<file path="config.mk">
export PLATFORM = sky130hd
export DESIGN_NAME = shift_arbiter_flat
export DESIGN_NICKNAME = d
export VERILOG_FILES = /design/src/rtl/shift_arbiter_pkg.sv /design/src/rtl/shift_arbiter_if.sv /design/src/rtl/shift_arbiter_shifter.sv /design/src/rtl/shift_arbiter.sv /design/src/flat_wrapper.sv
export SDC_FILE = /design/constraint.sdc
export NUM_CORES = 1
export LEC_CHECK = 0
export CORE_UTILIZATION = 40
export CTS_CLUSTER_SIZE = 8
export DETAILED_ROUTE_END_ITERATION = 12
export GPL_TIMING_DRIVEN = 0
export PLACE_DENSITY = 0.67
export SETUP_SLACK_MARGIN = 0.1
export SYNTH_ARGS = -nofsm -noshare
export SYNTH_HDL_FRONTEND = slang
export SYNTH_SLANG_ARGS = --single-unit
</file>
<file path="constraint.sdc">
create_clock -name clk -period 6.9 [get_ports clk]
set_input_delay 1.38 -clock clk [delete_from_list [all_inputs] [get_ports clk]]
set_output_delay 1.38 -clock clk [all_outputs]
set_load 0.005 [all_outputs]
</file>
<file path="src/rtl/shift_arbiter_pkg.sv">
// Shared definitions for the shift arbiter: shift op codes, FSM encoding, default width.
package shift_arbiter_pkg;

    localparam int DEF_DATA_WIDTH = 32;

    localparam logic [1:0] SH_SLL = 2'b00;
    localparam logic [1:0] SH_SRL = 2'b10;
    localparam logic [1:0] SH_SRA = 2'b11;

    typedef enum logic {
        S_IDLE = 1'b0,
        S_RESP = 1'b1
    } state_t;

endpackage

</file>
<file path="src/rtl/shift_arbiter_if.sv">
// Request/response channels of both requesters plus the busy flag.
interface shift_arbiter_if #(parameter int DATA_WIDTH = 32);

    logic                  req0_valid;
    logic                  req0_ready;
    logic [DATA_WIDTH-1:0] req0_A;
    logic [DATA_WIDTH-1:0] req0_B;
    logic [1:0]            req0_op;
    logic                  resp0_valid;
    logic                  resp0_ready;
    logic [DATA_WIDTH-1:0] resp0_result;

    logic                  req1_valid;
    logic                  req1_ready;
    logic [DATA_WIDTH-1:0] req1_A;
    logic [DATA_WIDTH-1:0] req1_B;
    logic [1:0]            req1_op;
    logic                  resp1_valid;
    logic                  resp1_ready;
    logic [DATA_WIDTH-1:0] resp1_result;

    logic                  busy;

    modport master (
        output req0_valid, req0_A, req0_B, req0_op, resp0_ready,
        output req1_valid, req1_A, req1_B, req1_op, resp1_ready,
        input  req0_ready, resp0_valid, resp0_result,
        input  req1_ready, resp1_valid, resp1_result,
        input  busy
    );

    modport slave (
        input  req0_valid, req0_A, req0_B, req0_op, resp0_ready,
        input  req1_valid, req1_A, req1_B, req1_op, resp1_ready,
        output req0_ready, resp0_valid, resp0_result,
        output req1_ready, resp1_valid, resp1_result,
        output busy
    );

endinterface

</file>
<file path="src/rtl/shift_arbiter_shifter.sv">
// Combinational barrel shifter: sll / srl / sra; the reserved op code yields zero.
module shift_arbiter_shifter
    import shift_arbiter_pkg::*;
#(
    parameter int DATA_WIDTH = DEF_DATA_WIDTH,
    localparam int SHW = $clog2(DATA_WIDTH)
) (
    input  logic [DATA_WIDTH-1:0] a,
    input  logic [SHW-1:0]        amt,
    input  logic [1:0]            op,
    output logic [DATA_WIDTH-1:0] y
);

    logic signed [DATA_WIDTH-1:0] a_s;

    assign a_s = signed'(a);

    always_comb begin
        y = '0;
        case (op)
            SH_SLL:  y = a << amt;
            SH_SRL:  y = a >> amt;
            SH_SRA:  y = unsigned'(a_s >>> amt);
            default: y = '0;
        endcase
    end

endmodule

</file>
<file path="src/rtl/shift_arbiter.sv">
// Round-robin arbiter sharing one shifter between two requesters, with a one-entry response buffer.
module shift_arbiter
    import shift_arbiter_pkg::*;
#(
    parameter int DATA_WIDTH = DEF_DATA_WIDTH,
    parameter int NREQ       = 2
) (
    input  logic             clk,
    input  logic             rst,
    shift_arbiter_if.slave   bus
);

    localparam int IDW = $clog2(NREQ);
    localparam int SHW = $clog2(DATA_WIDTH);

    state_t                state, state_nxt;
    logic [DATA_WIDTH-1:0] res_q;
    logic [IDW-1:0]        owner_q;
    logic [IDW-1:0]        last_grant;
    logic [IDW-1:0]        grant;

    logic                  resp_fire;
    logic                  accept;
    logic                  any_req;
    logic                  req_fire;

    logic [DATA_WIDTH-1:0] sh_a;
    logic [SHW-1:0]        sh_amt;
    logic [1:0]            sh_op;
    logic [DATA_WIDTH-1:0] sh_y;

    // Only the owner's ready drains the buffer; the other ready is ignored.
    assign resp_fire = (state == S_RESP) && (owner_q[0] ? bus.resp1_ready : bus.resp0_ready);

    // Held off during reset so no handshake can complete while the buffer is being discarded.
    assign accept  = !rst && ((state == S_IDLE) || resp_fire);
    assign any_req = bus.req0_valid || bus.req1_valid;

    assign grant = (bus.req0_valid && bus.req1_valid) ? ~last_grant : IDW'(bus.req1_valid);

    assign bus.req0_ready = accept && any_req && (grant == IDW'(0));
    assign bus.req1_ready = accept && any_req && (grant == IDW'(1));
    assign req_fire       = accept && any_req;

    // With no grant the mux defaults to requester 0.
    assign sh_a   = grant[0] ? bus.req1_A : bus.req0_A;
    assign sh_amt = grant[0] ? bus.req1_B[SHW-1:0] : bus.req0_B[SHW-1:0];
    assign sh_op  = grant[0] ? bus.req1_op : bus.req0_op;

    shift_arbiter_shifter #(.DATA_WIDTH(DATA_WIDTH)) u_shifter (
        .a   (sh_a),
        .amt (sh_amt),
        .op  (sh_op),
        .y   (sh_y)
    );

    always_ff @(posedge clk or posedge rst) begin
        if (rst) state <= S_IDLE;
        else     state <= state_nxt;
    end

    always_comb begin
        state_nxt = state;
        if (req_fire)       state_nxt = S_RESP;
        else if (resp_fire) state_nxt = S_IDLE;
    end

    // last_grant resets to 1 so requester 0 wins the first tie.
    always_ff @(posedge clk or posedge rst) begin
        if (rst) begin
            res_q      <= '0;
            owner_q    <= '0;
            last_grant <= IDW'(1);
        end else if (req_fire) begin
            res_q      <= sh_y;
            owner_q    <= grant;
            last_grant <= grant;
        end
    end

    assign bus.resp0_valid  = (state == S_RESP) && (owner_q == IDW'(0));
    assign bus.resp1_valid  = (state == S_RESP) && (owner_q == IDW'(1));
    assign bus.resp0_result = res_q;
    assign bus.resp1_result = res_q;
    assign bus.busy         = (state == S_RESP);

endmodule

</file>
<file path="src/flat_wrapper.sv">
// flat-port wrapper written by rule: the top's interface ports become plain ports
module shift_arbiter_flat import shift_arbiter_pkg::*;
#(
    parameter int DATA_WIDTH = DEF_DATA_WIDTH,
    parameter int NREQ       = 2
)
  (clk, rst, bus_req0_valid, bus_req0_A, bus_req0_B, bus_req0_op, bus_resp0_ready, bus_req1_valid, bus_req1_A, bus_req1_B, bus_req1_op, bus_resp1_ready, bus_req0_ready, bus_resp0_valid, bus_resp0_result, bus_req1_ready, bus_resp1_valid, bus_resp1_result, bus_busy);
  shift_arbiter_if #(.DATA_WIDTH(DATA_WIDTH)) bus_i ();
  input  logic clk;
  input  logic rst;
  input wire logic [$bits(bus_i.req0_valid)-1:0] bus_req0_valid;
  input wire logic [$bits(bus_i.req0_A)-1:0] bus_req0_A;
  input wire logic [$bits(bus_i.req0_B)-1:0] bus_req0_B;
  input wire logic [$bits(bus_i.req0_op)-1:0] bus_req0_op;
  input wire logic [$bits(bus_i.resp0_ready)-1:0] bus_resp0_ready;
  input wire logic [$bits(bus_i.req1_valid)-1:0] bus_req1_valid;
  input wire logic [$bits(bus_i.req1_A)-1:0] bus_req1_A;
  input wire logic [$bits(bus_i.req1_B)-1:0] bus_req1_B;
  input wire logic [$bits(bus_i.req1_op)-1:0] bus_req1_op;
  input wire logic [$bits(bus_i.resp1_ready)-1:0] bus_resp1_ready;
  output wire logic [$bits(bus_i.req0_ready)-1:0] bus_req0_ready;
  output wire logic [$bits(bus_i.resp0_valid)-1:0] bus_resp0_valid;
  output wire logic [$bits(bus_i.resp0_result)-1:0] bus_resp0_result;
  output wire logic [$bits(bus_i.req1_ready)-1:0] bus_req1_ready;
  output wire logic [$bits(bus_i.resp1_valid)-1:0] bus_resp1_valid;
  output wire logic [$bits(bus_i.resp1_result)-1:0] bus_resp1_result;
  output wire logic [$bits(bus_i.busy)-1:0] bus_busy;
  assign bus_i.req0_valid = bus_req0_valid;
  assign bus_i.req0_A = bus_req0_A;
  assign bus_i.req0_B = bus_req0_B;
  assign bus_i.req0_op = bus_req0_op;
  assign bus_i.resp0_ready = bus_resp0_ready;
  assign bus_i.req1_valid = bus_req1_valid;
  assign bus_i.req1_A = bus_req1_A;
  assign bus_i.req1_B = bus_req1_B;
  assign bus_i.req1_op = bus_req1_op;
  assign bus_i.resp1_ready = bus_resp1_ready;
  assign bus_req0_ready = bus_i.req0_ready;
  assign bus_resp0_valid = bus_i.resp0_valid;
  assign bus_resp0_result = bus_i.resp0_result;
  assign bus_req1_ready = bus_i.req1_ready;
  assign bus_resp1_valid = bus_i.resp1_valid;
  assign bus_resp1_result = bus_i.resp1_result;
  assign bus_busy = bus_i.busy;
  shift_arbiter #(.DATA_WIDTH(DATA_WIDTH), .NREQ(NREQ)) u_core (.clk(clk), .rst(rst), .bus(bus_i));
endmodule
</file>
Yosys cells after proc, flatten, opt, wreduce, memory -nomap -nowiden --
Index checks and enable logic that the tools add are counted.
Word-level totals: flip-flop bits (word level) 35, bits in latches 0, bits in writable memories 0, ROM bits 0, bits of input ports 138, output and inout port bits 69, word-level logic and storage cells 34, memories 0
Cells by class: add/sub/neg operators 0, multiply operators 0, divide/modulo/power cells 0, order comparisons 0, equality and inequality tests 2, shift operators 3, muxes and demuxes 8, bitwise operators 4, reductions and logical operators 13
Operators by type and width (number):
- $pmux W32 S3 | 1
- $mux W32 | 1
- $shl A32 B5 Y32 | 1
- $shr A32 B5 Y32 | 1
- $sshr A32 B5 Y32 | 1
- $logic_and A1 B1 Y1 | 8
- $mux W5 | 1
- $eq A2 B2 Y1 const B | 2
- $mux W1 | 4
- $not A1 Y1 | 4
- $logic_not A2 Y1 | 1
- $logic_or A1 B1 Y1 | 2
- $mux W2 | 1
- $reduce_bool A2 Y1 | 1
- $logic_not A1 Y1 | 1

Logic depth before layout (Yosys ltp) --
Gate-level depths: netlist of run 1.
depth after elaboration 6, mapped depth 12, mapped depth without buffers 7

By module --
Synthesis of run 1 repeated with hierarchy kept, for this count alone.
Unflattened totals: cell total of the unflattened synthesis 637, area, all modules 6180.9 um^2
Modules (own cells, without submodules):
- shift_arbiter_shifter | instances 1, cells each 475, area an instance 4076.4 um^2, seq. area each 0.0 um^2
- shift_arbiter | instances 1, cells each 162, area an instance 2104.5 um^2, seq. area each 877.1 um^2

Worst setup path before layout of run 1 --
OpenSTA, ideal clock, no wires.
kind in2out, from input bus_req1_valid, to output bus_req1_ready, arrival 2.495 ns, required time 5.520 ns, setup slack 3.025 ns, stages 7, buffers on the path 5, cells stage by stage a21bo_1 > buf_6 > buf_6 > buf_6 > buf_4 > buf_2 > nor2_1
Between the ends: word-level cells in the longest chain between the ends 3, elaborated cells between the ends (all ways) 5, classes of those cells 1 x mux; 4 x reduce/logical
Ends and longest elaborated chain:
- start, declared | line flat_wrapper.sv:16 | input wire logic [$bits(bus_i.req1_valid)-1:0] bus_req1_valid;
- $logic_and A1 B1 Y1 / $logic_or A1 B1 Y1 (equally long branches) | line shift_arbiter.sv:39, shift_arbiter.sv:37
- $mux W1 / $logic_and A1 B1 Y1 (equally long branches) | line shift_arbiter.sv:39, shift_arbiter.sv:42
- $logic_and A1 B1 Y1 (*) | line shift_arbiter.sv:42 | assign bus.req1_ready = accept && any_req && (grant == IDW'(1));
- end, declared | line flat_wrapper.sv:24 | output wire logic [$bits(bus_i.req1_ready)-1:0] bus_req1_ready;
Every way passes the cells marked *; elsewhere a longest branch is shown, timed or not.

Final worst setup path of run 1 --
from input bus_req1_valid, to output bus_req0_ready
Between the ends: word-level cells in the longest chain between the ends 4, elaborated cells between the ends (all ways) 6, classes of those cells 1 x mux; 1 x bitwise; 4 x reduce/logical
Ends and longest elaborated chain:
- $logic_and A1 B1 Y1 | line shift_arbiter.sv:39 | assign grant = (bus.req0_valid && bus.req1_valid) ? ~last_grant : IDW'(bus.req1_valid);
- $mux W1 | line shift_arbiter.sv:39
- $not A1 Y1 | line shift_arbiter.sv:41 | assign bus.req0_ready = accept && any_req && (grant == IDW'(0));
- $logic_and A1 B1 Y1 (*) | line shift_arbiter.sv:41
- end, declared | line flat_wrapper.sv:21 | output wire logic [$bits(bus_i.req0_ready)-1:0] bus_req0_ready;
Marks and branches as above.

==> flow_summary.rst, run 1 <==
.. list-table::
   :header-rows: 1

   * - Metric
     - Value
   * - Most frequently used cell type in the post-synthesis netlist
     - sky130_fd_sc_hd__mux2i_1
   * - Nets in the synthesized netlist
     - between 1000 and 1500
   * - Relative slew margins
     - 27.0%
   * - Post-synthesis compound-gate area fraction
     - 25.1%
   * - Main synth FF type
     - sky130_fd_sc_hd__dfrtp_1
   * - Count of different cell masters after synthesis
     - 76
   * - Peak supply drop
     - around 0.08 mV
   * - Largest family of logic cells by synthesized area
     - multiplexers
   * - Clock-pin slew on the worst setup and hold paths
     - 0.06 ns
   * - Share of total power in the clock network
     - between 10% and 20%
   * - Final-layout worst hold slack
     - 0.526 ns
   * - Power per Cell Area
     - 193 mW/mm2
   * - DR vias/cell
     - slightly above 7
   * - Number of warning messages in the yosys log
     - 0
   * - Synthesized-area fraction occupied by and/or/nand/nor cells
     - between 10% and 20%
   * - Antenna violations before repair
     - 2
   * - Residual antenna-violating net count after detailed routing
     - 0
   * - Switching part of the total power
     - between 40 and 50%
   * - Starting density of the core
     - around two fifths
   * - Post-synth EDFFs
     - 0
   * - Ratio of final minimum period to clock period
     - 78.8%
   * - Count of buffers added by post-CTS timing repair for setup
     - 0
   * - Number of sinks handled by clock tree synthesis
     - 35
   * - Level count of the clock H-tree
     - 2
   * - Share of power burned in registers
     - between 10% and 20%
   * - Later-pin clock latency in the skew report
     - 0.29 ns
   * - Cell leakage power
     - 0.00413 uW
   * - Shortest clock period the worst path allows after layout
     - between 5 and 6 ns
   * - CTS Hold Buffers Added
     - 0
   * - Total number of vias
     - around 10000
   * - Share of cell area taken by muxes after synthesis
     - 37.7%
   * - Highest attainable clock frequency
     - roughly 0.18 GHz
   * - TritonRoute pass-1 iters
     - 6
   * - Ratio of cells with drive above 1 in the final layout
     - between 15 and 20%
   * - Post-synthesis average cell area
     - roughly 8 um2
   * - Cells resized by post-CTS repair
     - 0
   * - Setup CP Type
     - input port to primary output
   * - Hold WC Path Type
     - register to register
   * - CTS root buffer
     - sky130_fd_sc_hd__clkbuf_16
   * - Chip Width
     - 143 um
   * - Number of buffers created by CTS
     - 5
   * - Via count of the first global-routing pass
     - 9207
   * - Internal power of the cells
     - 1000 uW
   * - Routed length per placed instance
     - ~32 um
   * - First DRT Iteration DRCs
     - about 1500
   * - Cell types occupying the most area after synthesis
     - sky130_fd_sc_hd__mux2i_1 24%, sky130_fd_sc_hd__dfrtp_1 11%, sky130_fd_sc_hd__mux4_2 6.5%, sky130_fd_sc_hd__mux2_2 5.8%, sky130_fd_sc_hd__nand2_1 4.6%
   * - Gp weighted congestion
     - 1.05
   * - Final hold violation count
     - 0
   * - Final routed wirelength across all metal layers
     - 44800 um
   * - Sum of net half-perimeters after detailed placement
     - 35300 um
   * - Setup repair after global routing missed its margin
     - no
   * - P_sw
     - a little over 900 uW
   * - Area of the die
     - roughly 0.021 mm2
   * - Area Growth Syn to Fin
     - 23.9%
   * - DRC violation count after routing
     - 0
   * - Core Footprint
     - about 0.02 mm2
   * - Top post-synthesis cells by count
     - 191 x sky130_fd_sc_hd__mux2i_1, 97 x sky130_fd_sc_hd__nand2_1, 88 x sky130_fd_sc_hd__nor2_1, 52 x sky130_fd_sc_hd__a21oi_1, 47 x sky130_fd_sc_hd__buf_4
   * - Crit path required time
     - approximately 5.5 ns
   * - Adder and majority gate portion of the synthesized area
     - 0%
   * - Floorplan row count
     - 51
   * - Final max-slew violation count
     - 0
   * - CP endpoint kind
     - primary output
   * - Area of the mapped netlist
     - about 0.008 mm2
   * - Portion of synthesized cell area occupied by the leading cell type
     - between 20% and 30%
   * - Global route overflow
     - 0
   * - Worst Tran Pin Value
     - between 1 and 1.5 ns
   * - Flop and latch count out of synthesis
     - 35
   * - Result of the run
     - completed
   * - First-pass GRT wire length
     - between 60000 and 70000 um
   * - Maximum number of pins on one net before global-route repair
     - 36
   * - Combinational group share of total power
     - between 70% and 80%
   * - Layout Skew
     - roughly 0.0073 ns
   * - FFs w/ async S/R, synth
     - 100%
   * - Startpoint type of the worst setup path
     - input port
   * - CTS tree
     - built
   * - Buffers added on ports
     - roughly 140
   * - Leading area contributor after synthesis
     - sky130_fd_sc_hd__mux2i_1
   * - Overall routing resource usage
     - around 43%
   * - Gate count after technology mapping
     - approximately 1000
   * - Data arrival time at the worst-slack endpoint
     - 4.06 ns
   * - Top-level I/O count
     - 207
   * - Setup Viol. Count Final
     - 0
   * - Vertical extent of the die
     - 143 um
   * - Register area share after synthesis
     - between 10% and 20%
   * - Total negative slack for setup checks
     - 0 ns
   * - Net count reported at finish
     - around 1300
   * - Buffer levels on the longest clock path
     - 2
   * - Diode insertion count for antenna repair
     - 0
   * - MaxCap Viol Count
     - 0
   * - Synth Area in XOR/XNOR
     - 0%
   * - CP Max Fanout
     - 10
critical path, stage by stage:
cell and delay (ns):
sky130_fd_sc_hd__clkdlybuf4s50_1 0.49, sky130_fd_sc_hd__a21boi_2 0.46, sky130_fd_sc_hd__buf_4 0.36, sky130_fd_sc_hd__buf_2 0.40, sky130_fd_sc_hd__buf_2 0.38, sky130_fd_sc_hd__nor2_1 0.10
sky130_fd_sc_hd__clkdlybuf4s50_1 0.47
final cells by class:
type / instances / area [um2]
fillers: 2020 / 9630
multi-input cells: 833 / 6290
repair buffers: 144 / 1440
flip-flops and latches: 35 / 877
plain buffers: 125 / 803
well taps: 265 / 332
clock buffers: 7 / 133
inverters: 4 / 15.0
clock inverters: 1 / 5.00
layout by cell type (no fill, tap or decap), types with 7 or more instances in the layout:
| cell | instances |
|---|---|
| sky130_fd_sc_hd__a211oi_1 | 43 |
| sky130_fd_sc_hd__a21oi_1 | 52 |
| sky130_fd_sc_hd__a221oi_1 | 11 |
| sky130_fd_sc_hd__a22oi_1 | 8 |
| sky130_fd_sc_hd__a31oi_1 | 21 |
| sky130_fd_sc_hd__buf_2 | 40 |
| sky130_fd_sc_hd__buf_4 | 47 |
| sky130_fd_sc_hd__buf_6 | 14 |
| sky130_fd_sc_hd__clkbuf_1 | 19 |
| sky130_fd_sc_hd__clkdlybuf4s50_1 | 144 |
| sky130_fd_sc_hd__dfrtp_1 | 34 |
| sky130_fd_sc_hd__mux2_2 | 41 |
| sky130_fd_sc_hd__mux2i_1 | 191 |
| sky130_fd_sc_hd__mux4_2 | 23 |
| sky130_fd_sc_hd__nand2_1 | 97 |
| sky130_fd_sc_hd__nand2b_1 | 7 |
| sky130_fd_sc_hd__nand3_1 | 24 |
| sky130_fd_sc_hd__nor2_1 | 88 |
| sky130_fd_sc_hd__nor2b_1 | 20 |
| sky130_fd_sc_hd__nor3_1 | 18 |
| sky130_fd_sc_hd__o211ai_1 | 13 |
| sky130_fd_sc_hd__o21ai_0 | 42 |
| sky130_fd_sc_hd__o21ai_1 | 8 |
| sky130_fd_sc_hd__o31ai_1 | 8 |
cell families after synthesis:
logic type	Yosys count
simple gates	286
buf+inv	129
mux	262
compound gates	285
flops	35
power by group through the flow:
stage | Combinational (uW) | Sequential (uW) | Clock, uW
4_1_cts | 1310 | 314 | 231
3_5_place_dp | 1310 | 318 | 0
2_1_floorplan | 698 | 311 | 0
3_3_place_gp | 1320 | 315 | 0
5_1_grt | 1410 | 322 | 241
6_report | 1370 | 314 | 230
stage by stage:
step                      cell area (um2)  utilization [%]  total power, uW  worst slack [ns]  std cells
final                                9900             50.7             1910              1.46       1414
after detailed placement             9760             50.0             1630              1.56       1406
after global routing                 9900             50.7             1980              1.42       1414
after global placement               9760             50.0             1630              1.54       1406
after CTS                            9900             50.7             1860              1.55       1414
after floorplan                      7990                -             1010              3.02        997
sequential cells by signal, summed over array words and instances, names as in the netlist:
register	count
u_core.bus.resp0_result	32
u_core.bus.busy	1
u_core.last_grant	1
u_core.owner_q	1
layer usage:
layer | part of all wire (%) | up-vias | wire length (um) | GRT usage, %
met3 | 14 | 189 | 6090 | 13.3
met2 | 42 | 879 | 18700 | 64.5
met5 | 0.058 | - | 26 | 0
met4 | 5.5 | 4 | 2440 | 19.3
met1 | 39 | 4819 | 17500 | 57.7
li1 | - | 4086 | - | -
worst paths after layout:
kind | from | to | slack (ns) | depth (start not counted)
worst max register to register | u_core.last_grant$_DFFE_PP1P_ | u_core.bus.resp0_result[23]$_DFFE_PP0P_ | 3.16 | 8
max in group asynchronous | rst | u_core.bus.resp0_result[8]$_DFFE_PP0P_ | 4.83 | 2
worst min-delay path | u_core.bus.resp0_result[4]$_DFFE_PP0P_ | u_core.bus.resp0_result[4]$_DFFE_PP0P_ | 0.53 | 2
worst max-delay path | bus_req1_valid | bus_req0_ready | 1.46 | 7
worst min register to register | u_core.bus.resp0_result[4]$_DFFE_PP0P_ | u_core.bus.resp0_result[4]$_DFFE_PP0P_ | 0.53 | 2
min in group asynchronous | rst | u_core.owner_q$_DFFE_PP0P_ | 1.56 | 2
Note: power is estimated with default switching activity, not from simulation.
==> run 2, diff against run 1 <==
==> constraint.sdc (replaced) <==
create_clock -name clk -period 5.2 [get_ports clk]
set_input_delay 1.04 -clock clk [delete_from_list [all_inputs] [get_ports clk]]
set_output_delay 1.04 -clock clk [all_outputs]
set_load 0.005 [all_outputs]
==> results of run 2 <==
Same layout as run 1 (identical final DEF). Status: completed.
Main changes from that run: setup slack after placement 1.56 ns -> 0.508 ns; setup slack after layout 1.46 ns -> 0.444 ns; register-to-register setup slack 3.16 ns -> 1.46 ns; total power 1910 uW -> 2530 uW; worst IR drop on VDD 0.0805 mV -> 0.107 mV
